`config.mk`:
```
export PLATFORM = sky130hd
export DESIGN_NAME = io_hub_flat
export DESIGN_NICKNAME = d
export VERILOG_FILES = /design/src/rtl/io_hub_if.sv /design/src/rtl/io_hub.sv /design/src/flat_wrapper.sv
export SDC_FILE = /design/constraint.sdc
export NUM_CORES = 1
export LEC_CHECK = 0
export ABC_AREA = 0
export BUFFER_PORTS_ARGS = -buffer_cell sky130_fd_sc_hd__buf_2
export CAP_MARGIN = 10
export CORE_UTILIZATION = 48
export CTS_CLUSTER_SIZE = 28
export DETAILED_ROUTE_END_ITERATION = 10
export PLACE_DENSITY = 0.95
export SYNTH_ARGS = -nofsm -noshare
export SYNTH_HDL_FRONTEND = slang
export SYNTH_SLANG_ARGS = --single-unit
export TNS_END_PERCENT = 20
```
`constraint.sdc`:
```
create_clock -name clk -period 3.5 [get_ports clk]
set_clock_uncertainty 0.2 [all_clocks]
set_input_delay 0.35 -clock clk [delete_from_list [all_inputs] [get_ports clk]]
set_output_delay 0.35 -clock clk [all_outputs]
set_load 0.02 [all_outputs]
```
`src/rtl/io_hub_if.sv`:
```
// io_hub_if: cpu I/O port and peripheral channel bundle for io_hub.
//   slave  modport : hub side (cpu strobes/address/data in, d_out/interrupt and
//                    channel strobes out, channel read data and irqs in)
//   master modport : cpu/peripheral side, directions mirrored
interface io_hub_if #(
   parameter int unsigned DATA_W  = 16,
   parameter int unsigned N_CH    = 4,
   parameter int unsigned CH_SPAN = 4
);
   localparam int unsigned AW = $clog2(CH_SPAN);

   logic                   read;
   logic                   write;
   logic                   push;
   logic                   push_ints;
   logic                   store_retaddr;
   logic                   push_retaddr;
   logic                   push_int_addr;
   logic [DATA_W-1:0]      d_addr;
   logic [DATA_W-1:0]      d_in;
   logic [DATA_W-1:0]      d_out;
   logic                   d_oe;
   logic                   interrupt;
   logic [N_CH-1:0]        ch_sel;
   logic                   ch_wr;
   logic                   ch_rd;
   logic [AW-1:0]          ch_addr;
   logic [DATA_W-1:0]      ch_wdata;
   logic [N_CH*DATA_W-1:0] ch_rdata;
   logic [N_CH-1:0]        ch_irq;

   modport slave (
      input  read, write, push, push_ints, store_retaddr, push_retaddr,
             push_int_addr, d_addr, d_in, ch_rdata, ch_irq,
      output d_out, d_oe, interrupt, ch_sel, ch_wr, ch_rd, ch_addr, ch_wdata
   );

   modport master (
      output read, write, push, push_ints, store_retaddr, push_retaddr,
             push_int_addr, d_addr, d_in, ch_rdata, ch_irq,
      input  d_out, d_oe, interrupt, ch_sel, ch_wr, ch_rd, ch_addr, ch_wdata
   );
endinterface

```
`src/rtl/io_hub.sv`:
```
// io_hub: N-channel memory-mapped I/O decoder with interrupt controller.
//   clk, rst : clock, synchronous active-high reset
//   bus      : io_hub_if.slave (cpu strobes, d_addr/d_in/d_out/d_oe, interrupt,
//              channel ch_sel/ch_wr/ch_rd/ch_addr/ch_wdata/ch_rdata/ch_irq)
// Optional macro IRQ_EDGE_EN: edge-triggered pending bits cleared on acknowledge;
// when undefined, pending follows the registered ch_irq level.
module io_hub #(
   parameter int unsigned       DATA_W     = 16,
   parameter int unsigned       N_CH       = 4,
   parameter int unsigned       CH_SPAN    = 4,
   parameter logic [DATA_W-1:0] IO_BASE    = 'hFF00,
   parameter logic [DATA_W-1:0] VEC_BASE   = 'h0010,
   parameter int unsigned       VEC_STRIDE = 4
) (
   input logic     clk,
   input logic     rst,
   io_hub_if.slave bus
);
   localparam int unsigned AW     = $clog2(CH_SPAN);
   localparam int unsigned IDX_W  = (N_CH > 1) ? $clog2(N_CH) : 1;
   localparam int unsigned SLOT_W = DATA_W - AW;

   typedef enum logic [0:0] {S_IDLE, S_SERVICE} state_t;

   state_t            r_state;
   logic [DATA_W-1:0] r_rdata;
   logic [DATA_W-1:0] r_retaddr;
   logic [N_CH-1:0]   r_mask;
   logic [N_CH-1:0]   r_irq_q;
   logic [IDX_W-1:0]  r_svc_idx;

   logic [DATA_W-1:0] w_offs;
   logic [SLOT_W-1:0] w_slot;
   logic [AW-1:0]     w_reg_off;
   logic              w_in_win;
   logic              w_ch_hit;
   logic              w_ctl_hit;
   logic [N_CH-1:0]   w_hit;
   logic [DATA_W-1:0] w_ch_data;
   logic [DATA_W-1:0] w_rd_val;
   logic              w_rd;
   logic              w_wr;
   logic [N_CH-1:0]   w_pend;
   logic [N_CH-1:0]   w_req;
   logic [IDX_W-1:0]  w_lowest;
   logic              w_ack;
   logic [DATA_W-1:0] w_vec;

   // Address decode relative to the I/O window
   assign w_offs    = bus.d_addr - IO_BASE;
   assign w_slot    = w_offs[DATA_W-1:AW];
   assign w_reg_off = w_offs[AW-1:0];
   assign w_in_win  = (bus.d_addr >= IO_BASE) &&
                      (w_offs < DATA_W'((N_CH + 1) * CH_SPAN));
   assign w_ch_hit  = w_in_win && (w_slot < SLOT_W'(N_CH));
   assign w_ctl_hit = w_in_win && (w_slot == SLOT_W'(N_CH));

   // Per-channel hit and read-data select
   always_comb begin
      w_hit     = '0;
      w_ch_data = '0;
      for (int k = 0; k < N_CH; k++) begin
         if (w_ch_hit && (w_slot == SLOT_W'(k))) begin
            w_hit[k]  = 1'b1;
            w_ch_data = bus.ch_rdata[k*DATA_W +: DATA_W];
         end
      end
   end

   // Read wins over a simultaneous write
   assign w_rd = bus.read & ~rst;
   assign w_wr = bus.write & ~bus.read & ~rst;

   assign bus.ch_sel   = w_hit & {N_CH{w_rd | w_wr}};
   assign bus.ch_wr    = w_wr & w_ch_hit;
   assign bus.ch_rd    = w_rd & w_ch_hit;
   assign bus.ch_addr  = w_reg_off;
   assign bus.ch_wdata = bus.d_in;

   // Value captured on a read cycle
   always_comb begin
      w_rd_val = '0;
      if (w_ch_hit) begin
         w_rd_val = w_ch_data;
      end else if (w_ctl_hit) begin
         if (w_reg_off == AW'(0))      w_rd_val = DATA_W'(r_mask);
         else if (w_reg_off == AW'(1)) w_rd_val = DATA_W'(w_pend);
      end
   end

   assign w_req = w_pend & r_mask;

   // Lowest set request index wins
   always_comb begin
      w_lowest = '0;
      for (int k = N_CH - 1; k >= 0; k--) begin
         if (w_req[k]) w_lowest = IDX_W'(k);
      end
   end

   assign w_ack = (r_state == S_IDLE) && bus.store_retaddr && (|w_req);
   assign w_vec = VEC_BASE + DATA_W'(r_svc_idx) * DATA_W'(VEC_STRIDE);

   assign bus.interrupt = (r_state == S_IDLE) && (|w_req);

   // cpu return path, fixed priority
   always_comb begin
      bus.d_oe  = bus.push_retaddr | bus.push_int_addr | bus.push_ints | bus.push;
      bus.d_out = '0;
      if (bus.push_retaddr)       bus.d_out = r_retaddr;
      else if (bus.push_int_addr) bus.d_out = w_vec;
      else if (bus.push_ints)     bus.d_out = DATA_W'(w_req);
      else if (bus.push)          bus.d_out = r_rdata;
   end

`ifdef IRQ_EDGE_EN
   logic [N_CH-1:0] r_irq_d;
   logic [N_CH-1:0] r_pend;
   logic [N_CH-1:0] w_clr;

   assign w_clr  = w_ack ? (N_CH'(1) << w_lowest) : '0;
   assign w_pend = r_pend;

   // Rising edge of registered irq sets; acknowledge clears; set wins
   always_ff @(posedge clk) begin
      if (rst) begin
         r_irq_d <= '0;
         r_pend  <= '0;
      end else begin
         r_irq_d <= r_irq_q;
         r_pend  <= (r_pend & ~w_clr) | (r_irq_q & ~r_irq_d);
      end
   end
`else
   assign w_pend = r_irq_q;
`endif

   // Registers and interrupt service FSM
   always_ff @(posedge clk) begin
      if (rst) begin
         r_state   <= S_IDLE;
         r_rdata   <= '0;
         r_retaddr <= '0;
         r_mask    <= '0;
         r_irq_q   <= '0;
         r_svc_idx <= '0;
      end else begin
         r_irq_q <= bus.ch_irq;
         if (bus.read) r_rdata <= w_rd_val;
         if (w_wr && w_ctl_hit && (w_reg_off == AW'(0))) r_mask <= bus.d_in[N_CH-1:0];
         case (r_state)
            S_IDLE: begin
               if (w_ack) begin
                  r_retaddr <= bus.d_in;
                  r_svc_idx <= w_lowest;
                  r_state   <= S_SERVICE;
               end
            end
            S_SERVICE: begin
               if (bus.push_retaddr) r_state <= S_IDLE;
            end
            default: r_state <= S_IDLE;
         endcase
      end
   end
endmodule
```
`src/flat_wrapper.sv`:
```
// flat-port wrapper written by rule: the top's interface ports become plain ports
module io_hub_flat 
#(
   parameter int unsigned       DATA_W     = 16,
   parameter int unsigned       N_CH       = 4,
   parameter int unsigned       CH_SPAN    = 4,
   parameter logic [DATA_W-1:0] IO_BASE    = 'hFF00,
   parameter logic [DATA_W-1:0] VEC_BASE   = 'h0010,
   parameter int unsigned       VEC_STRIDE = 4
)
  (clk, rst, bus_read, bus_write, bus_push, bus_push_ints, bus_store_retaddr, bus_push_retaddr, bus_push_int_addr, bus_d_addr, bus_d_in, bus_ch_rdata, bus_ch_irq, bus_d_out, bus_d_oe, bus_interrupt, bus_ch_sel, bus_ch_wr, bus_ch_rd, bus_ch_addr, bus_ch_wdata);
  io_hub_if #(.DATA_W(DATA_W), .N_CH(N_CH), .CH_SPAN(CH_SPAN)) bus_i ();
  input logic clk;
  input logic rst;
  input wire logic [$bits(bus_i.read)-1:0] bus_read;
  input wire logic [$bits(bus_i.write)-1:0] bus_write;
  input wire logic [$bits(bus_i.push)-1:0] bus_push;
  input wire logic [$bits(bus_i.push_ints)-1:0] bus_push_ints;
  input wire logic [$bits(bus_i.store_retaddr)-1:0] bus_store_retaddr;
  input wire logic [$bits(bus_i.push_retaddr)-1:0] bus_push_retaddr;
  input wire logic [$bits(bus_i.push_int_addr)-1:0] bus_push_int_addr;
  input wire logic [$bits(bus_i.d_addr)-1:0] bus_d_addr;
  input wire logic [$bits(bus_i.d_in)-1:0] bus_d_in;
  input wire logic [$bits(bus_i.ch_rdata)-1:0] bus_ch_rdata;
  input wire logic [$bits(bus_i.ch_irq)-1:0] bus_ch_irq;
  output wire logic [$bits(bus_i.d_out)-1:0] bus_d_out;
  output wire logic [$bits(bus_i.d_oe)-1:0] bus_d_oe;
  output wire logic [$bits(bus_i.interrupt)-1:0] bus_interrupt;
  output wire logic [$bits(bus_i.ch_sel)-1:0] bus_ch_sel;
  output wire logic [$bits(bus_i.ch_wr)-1:0] bus_ch_wr;
  output wire logic [$bits(bus_i.ch_rd)-1:0] bus_ch_rd;
  output wire logic [$bits(bus_i.ch_addr)-1:0] bus_ch_addr;
  output wire logic [$bits(bus_i.ch_wdata)-1:0] bus_ch_wdata;
  assign bus_i.read = bus_read;
  assign bus_i.write = bus_write;
  assign bus_i.push = bus_push;
  assign bus_i.push_ints = bus_push_ints;
  assign bus_i.store_retaddr = bus_store_retaddr;
  assign bus_i.push_retaddr = bus_push_retaddr;
  assign bus_i.push_int_addr = bus_push_int_addr;
  assign bus_i.d_addr = bus_d_addr;
  assign bus_i.d_in = bus_d_in;
  assign bus_i.ch_rdata = bus_ch_rdata;
  assign bus_i.ch_irq = bus_ch_irq;
  assign bus_d_out = bus_i.d_out;
  assign bus_d_oe = bus_i.d_oe;
  assign bus_interrupt = bus_i.interrupt;
  assign bus_ch_sel = bus_i.ch_sel;
  assign bus_ch_wr = bus_i.ch_wr;
  assign bus_ch_rd = bus_i.ch_rd;
  assign bus_ch_addr = bus_i.ch_addr;
  assign bus_ch_wdata = bus_i.ch_wdata;
  io_hub #(.DATA_W(DATA_W), .N_CH(N_CH), .CH_SPAN(CH_SPAN), .IO_BASE(IO_BASE), .VEC_BASE(VEC_BASE), .VEC_STRIDE(VEC_STRIDE)) u_core (.clk(clk), .rst(rst), .bus(bus_i));
endmodule
```
# Word-level counts from Yosys, hierarchy flattened
# Index checks and enable logic that the tools add are counted.
# totals
input_bits	109
output_inout_bits	42
wordCells	69
regBits	43
# classes
add_sub_neg	2
n_bitwise	14
n_reduce_logical	16
muxes	23
eq_ne	5
order_cmp	3
# ops
cell	count
two-way mux 16 bit	11
equality test 14 x 2 -> 1 bit (second input constant)	2
greater-or-equal comparator 16 bit (second input constant)	1
less-than comparator 16 x 5 -> 1 bit (second input constant)	1
subtractor 16 bit (second input constant)	1
equality test 14 x 1 -> 1 bit (second input constant)	1
equality test 14 x 3 -> 1 bit (second input constant)	1
logical NOT 14 bit	1
less-than comparator 14 x 3 -> 1 bit (second input constant)	1
logical AND 1 bit	12
bitwise AND 4 bit	2
two-way mux 2 bit	4
adder 5 x 4 -> 6 bit (first input constant)	1
two-way mux 1 bit	6
bitwise AND 1 bit	5
two-way mux 4 bit	1
OR 1 bit	4
OR reduction 4 bit	1
NOT 1 bit	3
equality test 2 x 1 -> 1 bit (second input constant)	1
logical NOT 2 bit	1
one-hot mux 1 bit (2 select lines)	1
AND reduction 2 bit	1

# Logic depth before layout (Yosys ltp)
# logic_depth
word_depth	10
ltp_mapped	7
ltp_nobuf	4

# Least setup slack after synthesis
# Ideal clock, no wire load.
# synth_path
path_type	input port to output port
startpoint	input port bus_d_addr[7]
endpoint	output port bus_ch_sel[1]
cell_stages	4
t_arrival_ps	1796
setup_slack_ps	1154
n_path_buf	0
cell_sequence	or2_2 > nor4_2 > nand2_1 > nor3b_1
# synth_via
elab_chain_len	7
# synth_rtl
element	line	rtl
start: declaration	flat_wrapper.sv:22	input wire logic [$bits(bus_i.d_addr)-1:0] bus_d_addr;
subtractor 16 bit	io_hub.sv:50	assign w_offs = bus.d_addr - IO_BASE;
less-than comparator 16 x 5 -> 1 bit	io_hub.sv:54	(w_offs < DATA_W'((N_CH + 1) * CH_SPAN));
logical AND 1 bit	io_hub.sv:53	assign w_in_win = (bus.d_addr >= IO_BASE) &&
logical AND 1 bit	io_hub.sv:55	assign w_ch_hit = w_in_win && (w_slot < SLOT_W'(N_CH));
logical AND 1 bit (*)	io_hub.sv:63	if (w_ch_hit && (w_slot == SLOT_W'(k))) begin
two-way mux 1 bit (*)	io_hub.sv:63	
bitwise AND 4 bit (*)	io_hub.sv:74	assign bus.ch_sel = w_hit & {N_CH{w_rd | w_wr}};
end: declaration	flat_wrapper.sv:29	output wire logic [$bits(bus_i.ch_sel)-1:0] bus_ch_sel;
# Every way passes the cells marked *; elsewhere a longest branch is shown, timed or not.

# Worst setup path in the final report
# layout_path
startpoint	input port bus_d_addr[4]
endpoint	output port bus_ch_rd
# layout_via
elab_chain_len	5
# layout_rtl
element	line	rtl
subtractor 16 bit	io_hub.sv:50	
less-than comparator 16 x 5 -> 1 bit	io_hub.sv:54	
logical AND 1 bit	io_hub.sv:53	
logical AND 1 bit (*)	io_hub.sv:55	
bitwise AND 1 bit (*)	io_hub.sv:76	assign bus.ch_rd = w_rd & w_ch_hit;
end: declaration	flat_wrapper.sv:31	output wire logic [$bits(bus_i.ch_rd)-1:0] bus_ch_rd;
# Marked as above.

==> results.toml <==
[clock_tree]
cts_inserted_buffers = 5
post_cts.resized_instances = 0
clock_insertion_delay_worst_skew_ns = 0.29
post-cts-setup-buffer-count = 0
clock-root-buffer = "sky130_fd_sc_hd__clkbuf_8"
tritoncts = "yes"
clk_pin_slew_worst_paths_ns = 0.08
numClockSinks = 43
cts-root-to-sink-buffers = 2
ctsHoldBuffers = 0
h-tree-depth = 2

[global_route]
grt_util_all_layers = 0.248
grt_max_degree = 37
first_global_vias = 2360
top_usage_layer = "met2"
grt.met2_usage = 0.422
use_met3 = 0.0317
number_of_antenna_violations_at_the_first_check_in_global_routing = 0
grt_first_pass_wirelength_mm = 10.6
globalRouteMet1Util = 0.322
grt.overflow.total = 0

[worst_setup_path]
arrival_ns = 1.90
worstPathRequired_ns = 2.95
timing.critical_path.to_type = "output port"
timing.setup.critical_path_class = "input pin to output port"
reg2regPathDepth = 4
crit_path_max_fo = 13
start_kind = "input pin"

[place]
post-dp-hpwl_mm = 5.64
finalWeightedCongestion = 0.857
post_detailed_placement_cell_area_mm2 = 0.00322
io_buffers = 150
pre_cts_slack_ns = 0.906

[worst_hold_path]
worstHoldPathCells = 2
hold_path_class = "input pin to register"

[layout]
diodes = 0
design.final.nets = 543
final_layout_size_suffix_gt1_frac = 0.398
layout_commonest_cell = "sky130_fd_sc_hd__buf_2"
finish.instance_area_mm2 = 0.00334
areaGrowthSynthToFinish_pct = 28.5
mostFrequentLayoutCells = "sky130_fd_sc_hd__buf_2 (150), sky130_fd_sc_hd__o21ai_0 (44), sky130_fd_sc_hd__dfxtp_1 (43)"

[floorplan]
fp.dieW_um = 75.6
rows = 26
initial_core_util = 0.502
floorplan.die_area_mm2 = 0.00571
ioPinCount = 151
die_height_um = 75.6
floorplan.core_area_mm2 = 0.00517

[sta]
report.final.setup_viol = 0
min_period_ns = 2.45
relSlewSlack = 0.337
final_hold_viol_count = 0
final_min_period_over_clock_period = 0.699
final.setup.worst_slack_ns = 1.05
timing_worst_slew_pin_value_ns = 0.994
timing.final.max_slew_violations = 0
final.setup.tns_ns = 0
max_clock_freq_mhz = 409
grt_setup_unrepaired = "false"

[logic_synthesis]
synth.yosys.seq_area_share = 0.331
syn-cell-area_mm2 = 0.00260
synthXorXnorAreaFrac = 0
yosys.area_share.simple = 0.199
ys_types = 41
syn-mean-instance-area_um2 = 8.25
synth-async-reset-ratio = 0
synthAdderAreaFrac = 0
synth.yosys.warnings = 0
synth_mux_area_frac = 0.141
post_synthesis_sequential_element_count = 43
synth_nets = 424
fraction_of_the_mapped_netlist_area_in_compound_gates = 0.234
synth_enable_flop_cells = 0
dominantRegCellSynth = "sky130_fd_sc_hd__dfxtp_1"
synth_cells = 315
combinational_family_with_the_most_area_after_synthesis = "compound AO/OA/AOI/OAI gates"

[outcome]
outcome = "completed"

[power_and_ir_drop]
power_density_mw_per_mm2 = 319
leakagePower_nw = 1.47
overall_power_of_the_completed_layout_w = 0.00107
max-vdd-ir-drop_v = 0.000171

[routing]
drc = 0
route.final.wire_length_mm = 7.01
avgRoutedWirePerCell_um = 13.9
vias_per_cell = 5.41
drtAntennaViolNets = 0
total_via_count_in_the_routed_design = 2733
detail_route.first_pass.iterations = 4
detailedRoute.firstIterationViolations = 101

[run]
cap_viol_max_count = 0
where the power goes:
part | switching (W) | internal, W | total, W
Sequential | 0.00000418 | 0.000493 | 0.000498
Combinational | 0.0000952 | 0.0000801 | 0.000175
Clock | 0.000162 | 0.000231 | 0.000393
Total | 0.000261 | 0.000804 | 0.00107
state kept, by name, indices dropped and copies added (netlist names):
signal / cells
u_core.r_svc_idx: 2
u_core.r_rdata: 16
u_core.r_mask: 4
u_core.r_state: 1
u_core.r_retaddr: 16
u_core.r_irq_q: 4
kinds of logic after synthesis:
family / after synthesis
AOI/OAI and AO/OA: 99
muxes: 36
buffers and inverters: 43
DFF: 43
and+or+nand+nor: 94
critical path: stages:
cell and delay (ns):
sky130_fd_sc_hd__buf_2 0.10, sky130_fd_sc_hd__nand4bb_1 0.25, sky130_fd_sc_hd__or3_1 0.37, sky130_fd_sc_hd__or4b_4 0.58, sky130_fd_sc_hd__inv_1 0.08, sky130_fd_sc_hd__buf_2 0.16
layer usage:
metal  vias to the layer above  routed length (µm)
met3                        10                 375
met1                      1227                3140
li1                       1376                   -
met4                         0                 100
met5                         -                   0
met2                       120                3390
synthesized netlist by cell type (2+ instances only):
cell,number,area share
sky130_fd_sc_hd__nand4bb_1,2,0.0087
sky130_fd_sc_hd__nor4_1,2,0.0048
sky130_fd_sc_hd__mux2i_1,32,0.12
sky130_fd_sc_hd__nand3b_1,4,0.012
sky130_fd_sc_hd__o21ai_1,13,0.025
sky130_fd_sc_hd__mux2_2,4,0.017
sky130_fd_sc_hd__nor3_1,2,0.0039
sky130_fd_sc_hd__nand3_1,9,0.017
sky130_fd_sc_hd__or2_2,2,0.0048
sky130_fd_sc_hd__buf_4,19,0.055
sky130_fd_sc_hd__nand2_1,21,0.030
sky130_fd_sc_hd__o2bb2ai_1,4,0.013
sky130_fd_sc_hd__a21oi_1,11,0.021
sky130_fd_sc_hd__buf_2,6,0.012
sky130_fd_sc_hd__nor2b_1,5,0.012
sky130_fd_sc_hd__a22o_1,15,0.051
sky130_fd_sc_hd__a311oi_1,4,0.013
sky130_fd_sc_hd__o21ai_0,44,0.085
sky130_fd_sc_hd__dfxtp_1,43,0.33
sky130_fd_sc_hd__clkbuf_1,14,0.020
sky130_fd_sc_hd__nand4_1,4,0.0096
sky130_fd_sc_hd__o221ai_1,4,0.013
sky130_fd_sc_hd__or4b_4,2,0.011
sky130_fd_sc_hd__nor2_1,27,0.039
sky130_fd_sc_hd__nor4b_1,3,0.010
sky130_fd_sc_hd__and3_1,2,0.0048
sky130_fd_sc_hd__inv_1,3,0.0043
final timing paths:
path | from | end | slack [ns]
worst max-delay path | bus_d_addr[4] | bus_ch_rd | 1.05
worst max register to register | u_core.r_mask[1]$_SDFFE_PP0P_ | u_core.r_retaddr[9]$_SDFFE_PP0P_ | 1.35
worst min-delay path | bus_ch_irq[3] | u_core.r_irq_q[3]$_SDFF_PP0_ | 0.06
worst min register to register | u_core.r_rdata[9]$_SDFFE_PP0P_ | u_core.r_rdata[9]$_SDFFE_PP0P_ | 0.25
cell type report:
type | instances | area, µm²
Clock buffer | 6 | 82.6
Clock inverter | 2 | 35.0
Fill cell | 445 | 1830
Inverter | 3 | 11.3
Multi-Input combinational cell | 229 | 1500
Sequential cell | 43 | 861
Tap cell | 70 | 87.6
Timing Repair Buffer | 152 | 766
metrics by stage:
step / std cells / util / hold WS [ns]
after detailed placement: 497 / 0.623 / 0.240
after global routing: 505 / 0.646 / 0.0752
after CTS: 505 / 0.646 / 0.0586
final: 505 / 0.646 / 0.0603
after floorplan: 315 / - / 0.225
after global placement: 497 / 0.623 / 0.240
(Power assumes the default switching activity.)
